$ cat src/rtl/apb_pkg.sv
// Shared definitions for the APB requester: FSM state encoding and the
// SPI register block address map.
package apb_pkg;

  localparam logic [1:0] IDLE   = 2'b00;
  localparam logic [1:0] SETUP  = 2'b01;
  localparam logic [1:0] ACCESS = 2'b10;
  localparam logic [1:0] RESP   = 2'b11;

  typedef enum logic [1:0] {
    StIdle   = IDLE,
    StSetup  = SETUP,
    StAccess = ACCESS,
    StResp   = RESP
  } apb_state_e;

  localparam logic [2:0] CR1 = 3'b000;
  localparam logic [2:0] CR2 = 3'b001;
  localparam logic [2:0] BR  = 3'b010;
  localparam logic [2:0] SR  = 3'b011;
  localparam logic [2:0] DR  = 3'b101;

endpackage

$ cat src/rtl/apb_master_bridge_if.sv
// Command/response port plus APB requester signals of the bridge.
// The master modport is the bridge side; slave is the sequencer/completer side.
interface apb_master_bridge_if #(
  parameter int unsigned ADDR_W = 3,
  parameter int unsigned DATA_W = 8
);
  logic              cmd_valid_i;
  logic              cmd_ready_o;
  logic              cmd_write_i;
  logic [ADDR_W-1:0] cmd_addr_i;
  logic [DATA_W-1:0] cmd_wdata_i;
  logic              rsp_valid_o;
  logic              rsp_ready_i;
  logic [DATA_W-1:0] rsp_rdata_o;
  logic              rsp_err_o;
  logic              rsp_timeout_o;
  logic              PSEL_o;
  logic              PENABLE_o;
  logic              PWRITE_o;
  logic [ADDR_W-1:0] PADDR_o;
  logic [DATA_W-1:0] PWDATA_o;
  logic              PREADY_i;
  logic [DATA_W-1:0] PRDATA_i;
  logic              PSLVERR_i;

  modport master (
    input  cmd_valid_i, cmd_write_i, cmd_addr_i, cmd_wdata_i, rsp_ready_i,
    input  PREADY_i, PRDATA_i, PSLVERR_i,
    output cmd_ready_o, rsp_valid_o, rsp_rdata_o, rsp_err_o, rsp_timeout_o,
    output PSEL_o, PENABLE_o, PWRITE_o, PADDR_o, PWDATA_o
  );

  modport slave (
    output cmd_valid_i, cmd_write_i, cmd_addr_i, cmd_wdata_i, rsp_ready_i,
    output PREADY_i, PRDATA_i, PSLVERR_i,
    input  cmd_ready_o, rsp_valid_o, rsp_rdata_o, rsp_err_o, rsp_timeout_o,
    input  PSEL_o, PENABLE_o, PWRITE_o, PADDR_o, PWDATA_o
  );
endinterface

$ cat src/rtl/apb_master_bridge.sv
// APB requester: turns one valid/ready command into a SETUP->ACCESS transfer,
// bounds the PREADY wait, and returns data/error on a valid/ready response.
module apb_master_bridge
  import apb_pkg::*;
#(
  parameter int unsigned ADDR_W  = 3,
  parameter int unsigned DATA_W  = 8,
  parameter int unsigned TIMEOUT = 16
) (
  input  logic                PCLK,
  input  logic                PRESET_n,
  apb_master_bridge_if.master bus
);

  localparam logic [7:0] TimeoutLast = 8'(TIMEOUT - 1);

  apb_state_e        state_q, state_d;
  logic [7:0]        cnt_q, cnt_d;
  logic              pwrite_q, pwrite_d;
  logic [ADDR_W-1:0] paddr_q, paddr_d;
  logic [DATA_W-1:0] pwdata_q, pwdata_d;
  logic [DATA_W-1:0] rsp_rdata_q, rsp_rdata_d;
  logic              rsp_err_q, rsp_err_d;
  logic              rsp_timeout_q, rsp_timeout_d;

  always_ff @(posedge PCLK) begin
    if (!PRESET_n) begin
      state_q       <= StIdle;
      cnt_q         <= '0;
      pwrite_q      <= 1'b0;
      paddr_q       <= '0;
      pwdata_q      <= '0;
      rsp_rdata_q   <= '0;
      rsp_err_q     <= 1'b0;
      rsp_timeout_q <= 1'b0;
    end else begin
      state_q       <= state_d;
      cnt_q         <= cnt_d;
      pwrite_q      <= pwrite_d;
      paddr_q       <= paddr_d;
      pwdata_q      <= pwdata_d;
      rsp_rdata_q   <= rsp_rdata_d;
      rsp_err_q     <= rsp_err_d;
      rsp_timeout_q <= rsp_timeout_d;
    end
  end

  always_comb begin
    state_d       = state_q;
    cnt_d         = cnt_q;
    pwrite_d      = pwrite_q;
    paddr_d       = paddr_q;
    pwdata_d      = pwdata_q;
    rsp_rdata_d   = rsp_rdata_q;
    rsp_err_d     = rsp_err_q;
    rsp_timeout_d = rsp_timeout_q;
    unique case (state_q)
      StIdle: begin
        if (bus.cmd_valid_i) begin
          pwrite_d = bus.cmd_write_i;
          paddr_d  = bus.cmd_addr_i;
          pwdata_d = bus.cmd_wdata_i;
          state_d  = StSetup;
        end
      end
      StSetup: begin
        cnt_d   = '0;
        state_d = StAccess;
      end
      StAccess: begin
        // PREADY is checked first so a late ready beats the timeout.
        if (bus.PREADY_i) begin
          rsp_rdata_d   = pwrite_q ? '0 : bus.PRDATA_i;
          rsp_err_d     = bus.PSLVERR_i;
          rsp_timeout_d = 1'b0;
          state_d       = StResp;
        end else if (cnt_q == TimeoutLast) begin
          rsp_rdata_d   = '0;
          rsp_err_d     = 1'b1;
          rsp_timeout_d = 1'b1;
          state_d       = StResp;
        end else if (cnt_q != 8'hFF) begin
          cnt_d = cnt_q + 8'd1;
        end
      end
      StResp: begin
        if (bus.rsp_ready_i) begin
          state_d = StIdle;
        end
      end
    endcase
  end

  assign bus.cmd_ready_o   = (state_q == StIdle);
  assign bus.PSEL_o        = (state_q == StSetup) || (state_q == StAccess);
  assign bus.PENABLE_o     = (state_q == StAccess);
  assign bus.rsp_valid_o   = (state_q == StResp);
  assign bus.PWRITE_o      = pwrite_q;
  assign bus.PADDR_o       = paddr_q;
  assign bus.PWDATA_o      = pwdata_q;
  assign bus.rsp_rdata_o   = rsp_rdata_q;
  assign bus.rsp_err_o     = rsp_err_q;
  assign bus.rsp_timeout_o = rsp_timeout_q;

endmodule

$ cat src/flat_wrapper.sv
// flat-port wrapper written by rule: the top's interface ports become plain ports
module apb_master_bridge_flat import apb_pkg::*;
#(
  parameter int unsigned ADDR_W  = 3,
  parameter int unsigned DATA_W  = 8,
  parameter int unsigned TIMEOUT = 16
)
  (PCLK, PRESET_n, bus_cmd_valid_i, bus_cmd_write_i, bus_cmd_addr_i, bus_cmd_wdata_i, bus_rsp_ready_i, bus_PREADY_i, bus_PRDATA_i, bus_PSLVERR_i, bus_cmd_ready_o, bus_rsp_valid_o, bus_rsp_rdata_o, bus_rsp_err_o, bus_rsp_timeout_o, bus_PSEL_o, bus_PENABLE_o, bus_PWRITE_o, bus_PADDR_o, bus_PWDATA_o);
  apb_master_bridge_if #(.ADDR_W(ADDR_W), .DATA_W(DATA_W)) bus_i ();
  input  logic PCLK;
  input  logic PRESET_n;
  input wire logic [$bits(bus_i.cmd_valid_i)-1:0] bus_cmd_valid_i;
  input wire logic [$bits(bus_i.cmd_write_i)-1:0] bus_cmd_write_i;
  input wire logic [$bits(bus_i.cmd_addr_i)-1:0] bus_cmd_addr_i;
  input wire logic [$bits(bus_i.cmd_wdata_i)-1:0] bus_cmd_wdata_i;
  input wire logic [$bits(bus_i.rsp_ready_i)-1:0] bus_rsp_ready_i;
  input wire logic [$bits(bus_i.PREADY_i)-1:0] bus_PREADY_i;
  input wire logic [$bits(bus_i.PRDATA_i)-1:0] bus_PRDATA_i;
  input wire logic [$bits(bus_i.PSLVERR_i)-1:0] bus_PSLVERR_i;
  output wire logic [$bits(bus_i.cmd_ready_o)-1:0] bus_cmd_ready_o;
  output wire logic [$bits(bus_i.rsp_valid_o)-1:0] bus_rsp_valid_o;
  output wire logic [$bits(bus_i.rsp_rdata_o)-1:0] bus_rsp_rdata_o;
  output wire logic [$bits(bus_i.rsp_err_o)-1:0] bus_rsp_err_o;
  output wire logic [$bits(bus_i.rsp_timeout_o)-1:0] bus_rsp_timeout_o;
  output wire logic [$bits(bus_i.PSEL_o)-1:0] bus_PSEL_o;
  output wire logic [$bits(bus_i.PENABLE_o)-1:0] bus_PENABLE_o;
  output wire logic [$bits(bus_i.PWRITE_o)-1:0] bus_PWRITE_o;
  output wire logic [$bits(bus_i.PADDR_o)-1:0] bus_PADDR_o;
  output wire logic [$bits(bus_i.PWDATA_o)-1:0] bus_PWDATA_o;
  assign bus_i.cmd_valid_i = bus_cmd_valid_i;
  assign bus_i.cmd_write_i = bus_cmd_write_i;
  assign bus_i.cmd_addr_i = bus_cmd_addr_i;
  assign bus_i.cmd_wdata_i = bus_cmd_wdata_i;
  assign bus_i.rsp_ready_i = bus_rsp_ready_i;
  assign bus_i.PREADY_i = bus_PREADY_i;
  assign bus_i.PRDATA_i = bus_PRDATA_i;
  assign bus_i.PSLVERR_i = bus_PSLVERR_i;
  assign bus_cmd_ready_o = bus_i.cmd_ready_o;
  assign bus_rsp_valid_o = bus_i.rsp_valid_o;
  assign bus_rsp_rdata_o = bus_i.rsp_rdata_o;
  assign bus_rsp_err_o = bus_i.rsp_err_o;
  assign bus_rsp_timeout_o = bus_i.rsp_timeout_o;
  assign bus_PSEL_o = bus_i.PSEL_o;
  assign bus_PENABLE_o = bus_i.PENABLE_o;
  assign bus_PWRITE_o = bus_i.PWRITE_o;
  assign bus_PADDR_o = bus_i.PADDR_o;
  assign bus_PWDATA_o = bus_i.PWDATA_o;
  apb_master_bridge #(.ADDR_W(ADDR_W), .DATA_W(DATA_W), .TIMEOUT(TIMEOUT)) u_core (.PCLK(PCLK), .PRESET_n(PRESET_n), .bus(bus_i));
endmodule
$ cat config.mk
export PLATFORM = sky130hd
export DESIGN_NAME = apb_master_bridge_flat
export DESIGN_NICKNAME = d
export VERILOG_FILES = /design/src/rtl/apb_pkg.sv /design/src/rtl/apb_master_bridge_if.sv /design/src/rtl/apb_master_bridge.sv /design/src/flat_wrapper.sv
export SDC_FILE = /design/constraint.sdc
export NUM_CORES = 1
export LEC_CHECK = 0
export ABC_AREA = 1
export CAP_MARGIN = 15
export CORE_MARGIN = 1
export CORE_UTILIZATION = 40
export CTS_BUF_LIST = sky130_fd_sc_hd__clkbuf_2
export DETAILED_ROUTE_END_ITERATION = 8
export PLACE_DENSITY = 0.71
export SLEW_MARGIN = 40
export SYNTH_ARGS = -nofsm -noshare
export SYNTH_HDL_FRONTEND = slang
export SYNTH_SLANG_ARGS = --single-unit
$ cat constraint.sdc
create_clock -name PCLK -period 2 [get_ports PCLK]
set_clock_uncertainty 0.1 [all_clocks]
set_input_delay 0.6 -clock PCLK [delete_from_list [all_inputs] [get_ports PCLK]]
set_output_delay 0.6 -clock PCLK [all_outputs]
set_load 0.01 [all_outputs]
# == Word-level counts from Yosys, hierarchy flattened ==
# Index checks and enable logic that the tools add are counted.
# word_totals
ff_bits,32
input_bits,26
out_inout_bits,26
elab_cells,43
# classes
add_sub_neg,1
n_eq_ne,11
mux,15
n_reduce_logical,8
# op_table
op,n
$mux W8,6
$pmux W8 S2,1
$add A8 B1 Y8 const B,1
$eq A8 B4 Y1 const B,1
$mux W2,4
$ne A2 B2 Y1 const B,4
$ne A8 B8 Y1 const B,1
$pmux W2 S4,1
$eq A2 B2 Y1 const B,2
$reduce_and A2 Y1,2
$reduce_and A4 Y1,1
$reduce_bool A2 Y1,2
$mux W1,3
$ne A3 B2 Y1 const B,1
$reduce_and A3 Y1,1
$eq A2 B1 Y1 const B,1
$logic_not A2 Y1,1
$ne A2 B1 Y1 const B,1
$logic_or A1 B1 Y1,1

# == Logic depth before layout (Yosys ltp) ==
# depth
ltp_word,5
ltp_mapped,10
mapped_depth_nobuf,10

# == Least setup slack after synthesis ==
# OpenSTA, ideal clock, no wires.
# synth_path
path_kind,register to register
from,reg u_core.state_q[0]
to,reg u_core.rsp_err_q (netlist: u_core.bus.rsp_err_o)
setup_ps,115
arrival_time_ps,1398
required_ps,1785
path_slack_ps,386
path_stages_with_launch,9
n_path_buf,2
synth_period_minus_slack_ps,1614
cell_sequence,dfxtp_1 -> inv_1 -> ha_1 -> buf_6 -> nand2_1 -> nand2_4 -> buf_6 -> o21ai_0 -> inv_1
# synth_via
elab_chain_cells,2
# synth_rtl
element,line,source
start: declaration,apb_master_bridge.sv:17,"apb_state_e state_q, state_d;"
start signal: assignment,apb_master_bridge.sv:28,state_q <= StIdle;
start signal: assignment,apb_master_bridge.sv:37,state_q <= state_d;
$eq A2 B2 Y1,-,
via bus_PENABLE_o,flat_wrapper.sv:26,output wire logic [$bits(bus_i.PENABLE_o)-1:0] bus_PENABLE_o;
$reduce_and A2 Y1 (no source line),-,
end signal: assignment,apb_master_bridge.sv:43,rsp_err_q <= rsp_err_d;
end: declaration,apb_master_bridge.sv:23,"logic rsp_err_q, rsp_err_d;"
# The timed path passes the listed nets, and every way through them passes these cells.
# A chain may end at the register's enable or synchronous reset.

# == Final worst setup path ==
# layout_path
from,reg u_core.state_q[0]
to,out bus_rsp_valid_o
# layout_via
elab_chain_cells,1
# layout_rtl
element,line,source
$eq A2 B2 Y1,apb_master_bridge.sv:97,assign bus.rsp_valid_o = (state_q == StResp);
end: declaration,flat_wrapper.sv:21,output wire logic [$bits(bus_i.rsp_valid_o)-1:0] bus_rsp_valid_o;
# No other way between the ends.

==> impl_metrics.py <==
metrics = {
    "timing": {
        "hold_violations": 0,
        "drv_slew": 0,
        "max_freq_mhz": 530,
        "max_slew.worst_pin.slew_ps": 371,
        "timing.hold.ws_ps": 358,
        "final_clock_period_utilization_by_the_worst_path_pct": 94.3,
        "slew_headroom_pct": 75.3,
        "worst_slack_ps": 115,
        "min_period_ps": 1890,
        "totalNegativeSetupSlack_ps": 0,
        "setup-violations-final": 0,
        "rsz0062_at_grt": "no",
    },
    "detailed_routing": {
        "route.detailed.drc": 0,
        "via_count": 1574,
        "post_drt_wl_per_cell_um": 10.1,
        "drt_first_iter_violations": 76,
        "wl_met2_mm": 1.58,
        "met1_length_mm": 1.68,
        "drt-total-wl_mm": 3.52,
        "drtPass1Iterations": 4,
        "highest-signal-layer": "met4",
        "routed-wl-met3_um": 226,
        "avgViaCountPerCell": 4.51,
        "drtAntennaViolNets": 0,
    },
    "yosys": {
        "synth.yosys.warnings": 0,
        "synth_cells": 238,
        "syn-cell-area_um2": 1600,
        "postSynthRegisterBits": 32,
        "ys_types": 25,
        "netlist_top_cells_area": "sky130_fd_sc_hd__dfxtp_1 (40%), sky130_fd_sc_hd__nand2_1 (15%), sky130_fd_sc_hd__nor2_1 (13%)",
        "synth_area_leader_cell": "sky130_fd_sc_hd__dfxtp_1",
        "avgSynthCellArea_um2": 6.72,
        "yosysTopAreaCellShare_pct": 40.1,
        "synth_nets": 270,
        "ys_seq_area_share_pct": 40.1,
    },
    "clock_network": {
        "maximum_number_of_buffers_from_clock_root_to_sink": 2,
        "cts.htree.levels": 2,
        "cts-buffers-inserted": 5,
        "clkSinkCount": 32,
        "clockRootBuffer": "sky130_fd_sc_hd__clkbuf_2",
        "clk_pin_slew_ps": 180,
        "tritoncts": "built",
        "clock_insertion_delay_worst_skew_ps": 360,
        "post_cts_hold_buffer_count": 0,
    },
    "die": {
        "start_util_pct": 42.7,
        "die_area_um2": 4250,
        "fp.coreArea_um2": 3740,
        "fp.dieW_um": 65.2,
        "die_height_um": 65.2,
        "num_rows": 22,
        "io-pin-count": 52,
    },
    "worst_setup_path": {
        "cp.required_ps": 1300,
        "crit_type": "flop to output pin",
        "startpoint_type": "flop",
        "r2r-end": "u_core.cnt_q[1]",
        "path_cells": "buf_4 -> ha_1 -> buf_2",
        "cell_count_along_the_critical_path": 3,
        "critical_path.endpoint_type": "output pin",
        "r2r_setup_slack_ps": 290,
        "worst_r2r_startpoint": "u_core.state_q[1]",
        "critical-path-max-stage-delay_ps": 360,
        "path_buf_inv": 2,
        "cp-endpoint": "bus_rsp_valid_o",
        "worst-path-max-fanout": 3,
        "cp_top_delay_family": "flip-flops",
        "critPathLaunch": "u_core.state_q[0]",
        "rr_worst_depth": 10,
        "cp.arrival_ps": 1190,
        "timing.critical_path.slowest_stage_cell": "sky130_fd_sc_hd__dfxtp_2",
    },
    "min_path": {
        "min_delay_path_depth": 2,
        "hold_path.class": "flop to flop",
        "hp-start": "u_core.bus.rsp_timeout_o",
    },
    "final_layout": {
        "final_cells": 349,
        "layout_commonest_cell": "sky130_fd_sc_hd__nand2_1",
        "final_design_area_no_fill_um2": 2290,
        "syn2layout_area_growth_pct": 43.2,
        "layout.cells.most_common_list": "sky130_fd_sc_hd__nand2_1 (64), sky130_fd_sc_hd__nor2_1 (57), sky130_fd_sc_hd__clkdlybuf4s50_1 (25), sky130_fd_sc_hd__inv_1 (22), sky130_fd_sc_hd__dfxtp_1 (22)",
        "final_layout_size_suffix_gt1_share_pct": 15.3,
        "finish.net_count": 332,
        "antenna_fix_cells": 0,
    },
    "power": {
        "irDropWorstVdd_v": 0.000633,
        "power.density_cell_area_nw_per_um2": 1060,
        "leakage_uw": 0.00128,
    },
    "global_routing": {
        "maximum_number_of_pins_on_one_net_before_global_route_repair": 18,
        "grt_antenna_before_repair": 0,
        "total_routing_usage_gr_pct": 18.1,
        "overflow": 0,
        "number_of_global_route_vias_before_repair": 1382,
        "first_pass_grt_wire_length_mm": 5.93,
    },
    "placed_design": {
        "placed_cells": 340,
        "place_ws_ps": 41.5,
        "post_dp_cell_area_um2": 2200,
        "routabilityCongestion": 0.866,
        "hpwlAfterDp_mm": 2.68,
        "buffer_ports.inserted": 51,
    },
    "status": {
        "run_status": "complete, no violations",
    },
    "run": {
        "drv.max_cap_violation_count": 0,
    },
}
-- worst min path at each step --
stage	slack [ps]	endpoint
after global placement	340	u_core.bus.rsp_timeout_o
after floorplan	370	u_core.bus.rsp_timeout_o
after detailed placement	350	u_core.bus.rsp_timeout_o
after global routing	390	u_core.bus.rsp_timeout_o
after CTS	360	u_core.bus.rsp_timeout_o
final	360	u_core.bus.rsp_timeout_o
-- final cells by class --
type                       count  area [um^2]
fill                         395         1450
multi-input combinational    173          830
sequential                    32          653
timing repair buffer          62          607
inverter                      26         98.8
tap                           48         60.1
clock buffer                   6         30.0
clock inverter                 2         11.3
-- flip-flops by register name (all words and copies together) (netlist names) --
register	cells
u_core.bus.PADDR_o	3
u_core.bus.rsp_err_o	1
u_core.bus.rsp_rdata_o	8
u_core.cnt_q	8
u_core.state_q	2
u_core.bus.rsp_timeout_o	1
u_core.bus.PWRITE_o	1
u_core.bus.PWDATA_o	8
-- per-stage QoR --
stage	util [%]	power [uW]
global placement	58.8	2140
CTS	59.9	2450
floorplan	-	1670
global route	61.2	2670
detailed placement	58.8	2170
finish	61.2	2440
-- Yosys cell counts (all sizes together) --
cell    count
o22ai       1
o21ai      15
buf         4
clkinv      1
ha          6
inv        25
a21oi       7
nand3      12
dfxtp      32
nand3b      1
nand2      68
nand4       1
nor2       60
nor3b       1
clkbuf      3
o21bai      1
-- cell families after synthesis --
family	after synthesis	synth area share, %
simple gates	143	38.4
buf+inv	33	8.84
compound gates	24	7.98
flops	32	40.1
fa+ha+maj	6	4.69
-- layer usage --
metal | global-route usage, % | vias up
met4 | 6.52 | 0
met3 | 7.47 | 4
met2 | 29.4 | 39
met5 | 0 | -
met1 | 21.2 | 679
li1 | - | 852
-- power by group --
group	internal (uW)	leakage, uW	switching, uW
logic	553	0.000986	656
clock network	87.5	0.0000266	225
registers	807	0.000266	109
-- worst register-to-register path, stage by stage (launching register included) --
cell,delay [ps]
sky130_fd_sc_hd__dfxtp_2,370
sky130_fd_sc_hd__buf_4,110
sky130_fd_sc_hd__ha_1,160
sky130_fd_sc_hd__buf_4,200
sky130_fd_sc_hd__inv_1,90
sky130_fd_sc_hd__nor2_1,140
sky130_fd_sc_hd__nand2_2,140
sky130_fd_sc_hd__nand2_4,140
sky130_fd_sc_hd__nand2_1,60
sky130_fd_sc_hd__nand2_1,60
sky130_fd_sc_hd__nor2_1,50
-- repair_timing --
| item | 4_1_cts | 5_1_grt |
|---|---|---|
| pin swaps | 0 | 1 |
| setup buffers | 1 | 0 |
| resized for setup | 25 | 24 |
| setup endpoints to repair | 13 | 18 |
Power figures use the tool's default switching activity.
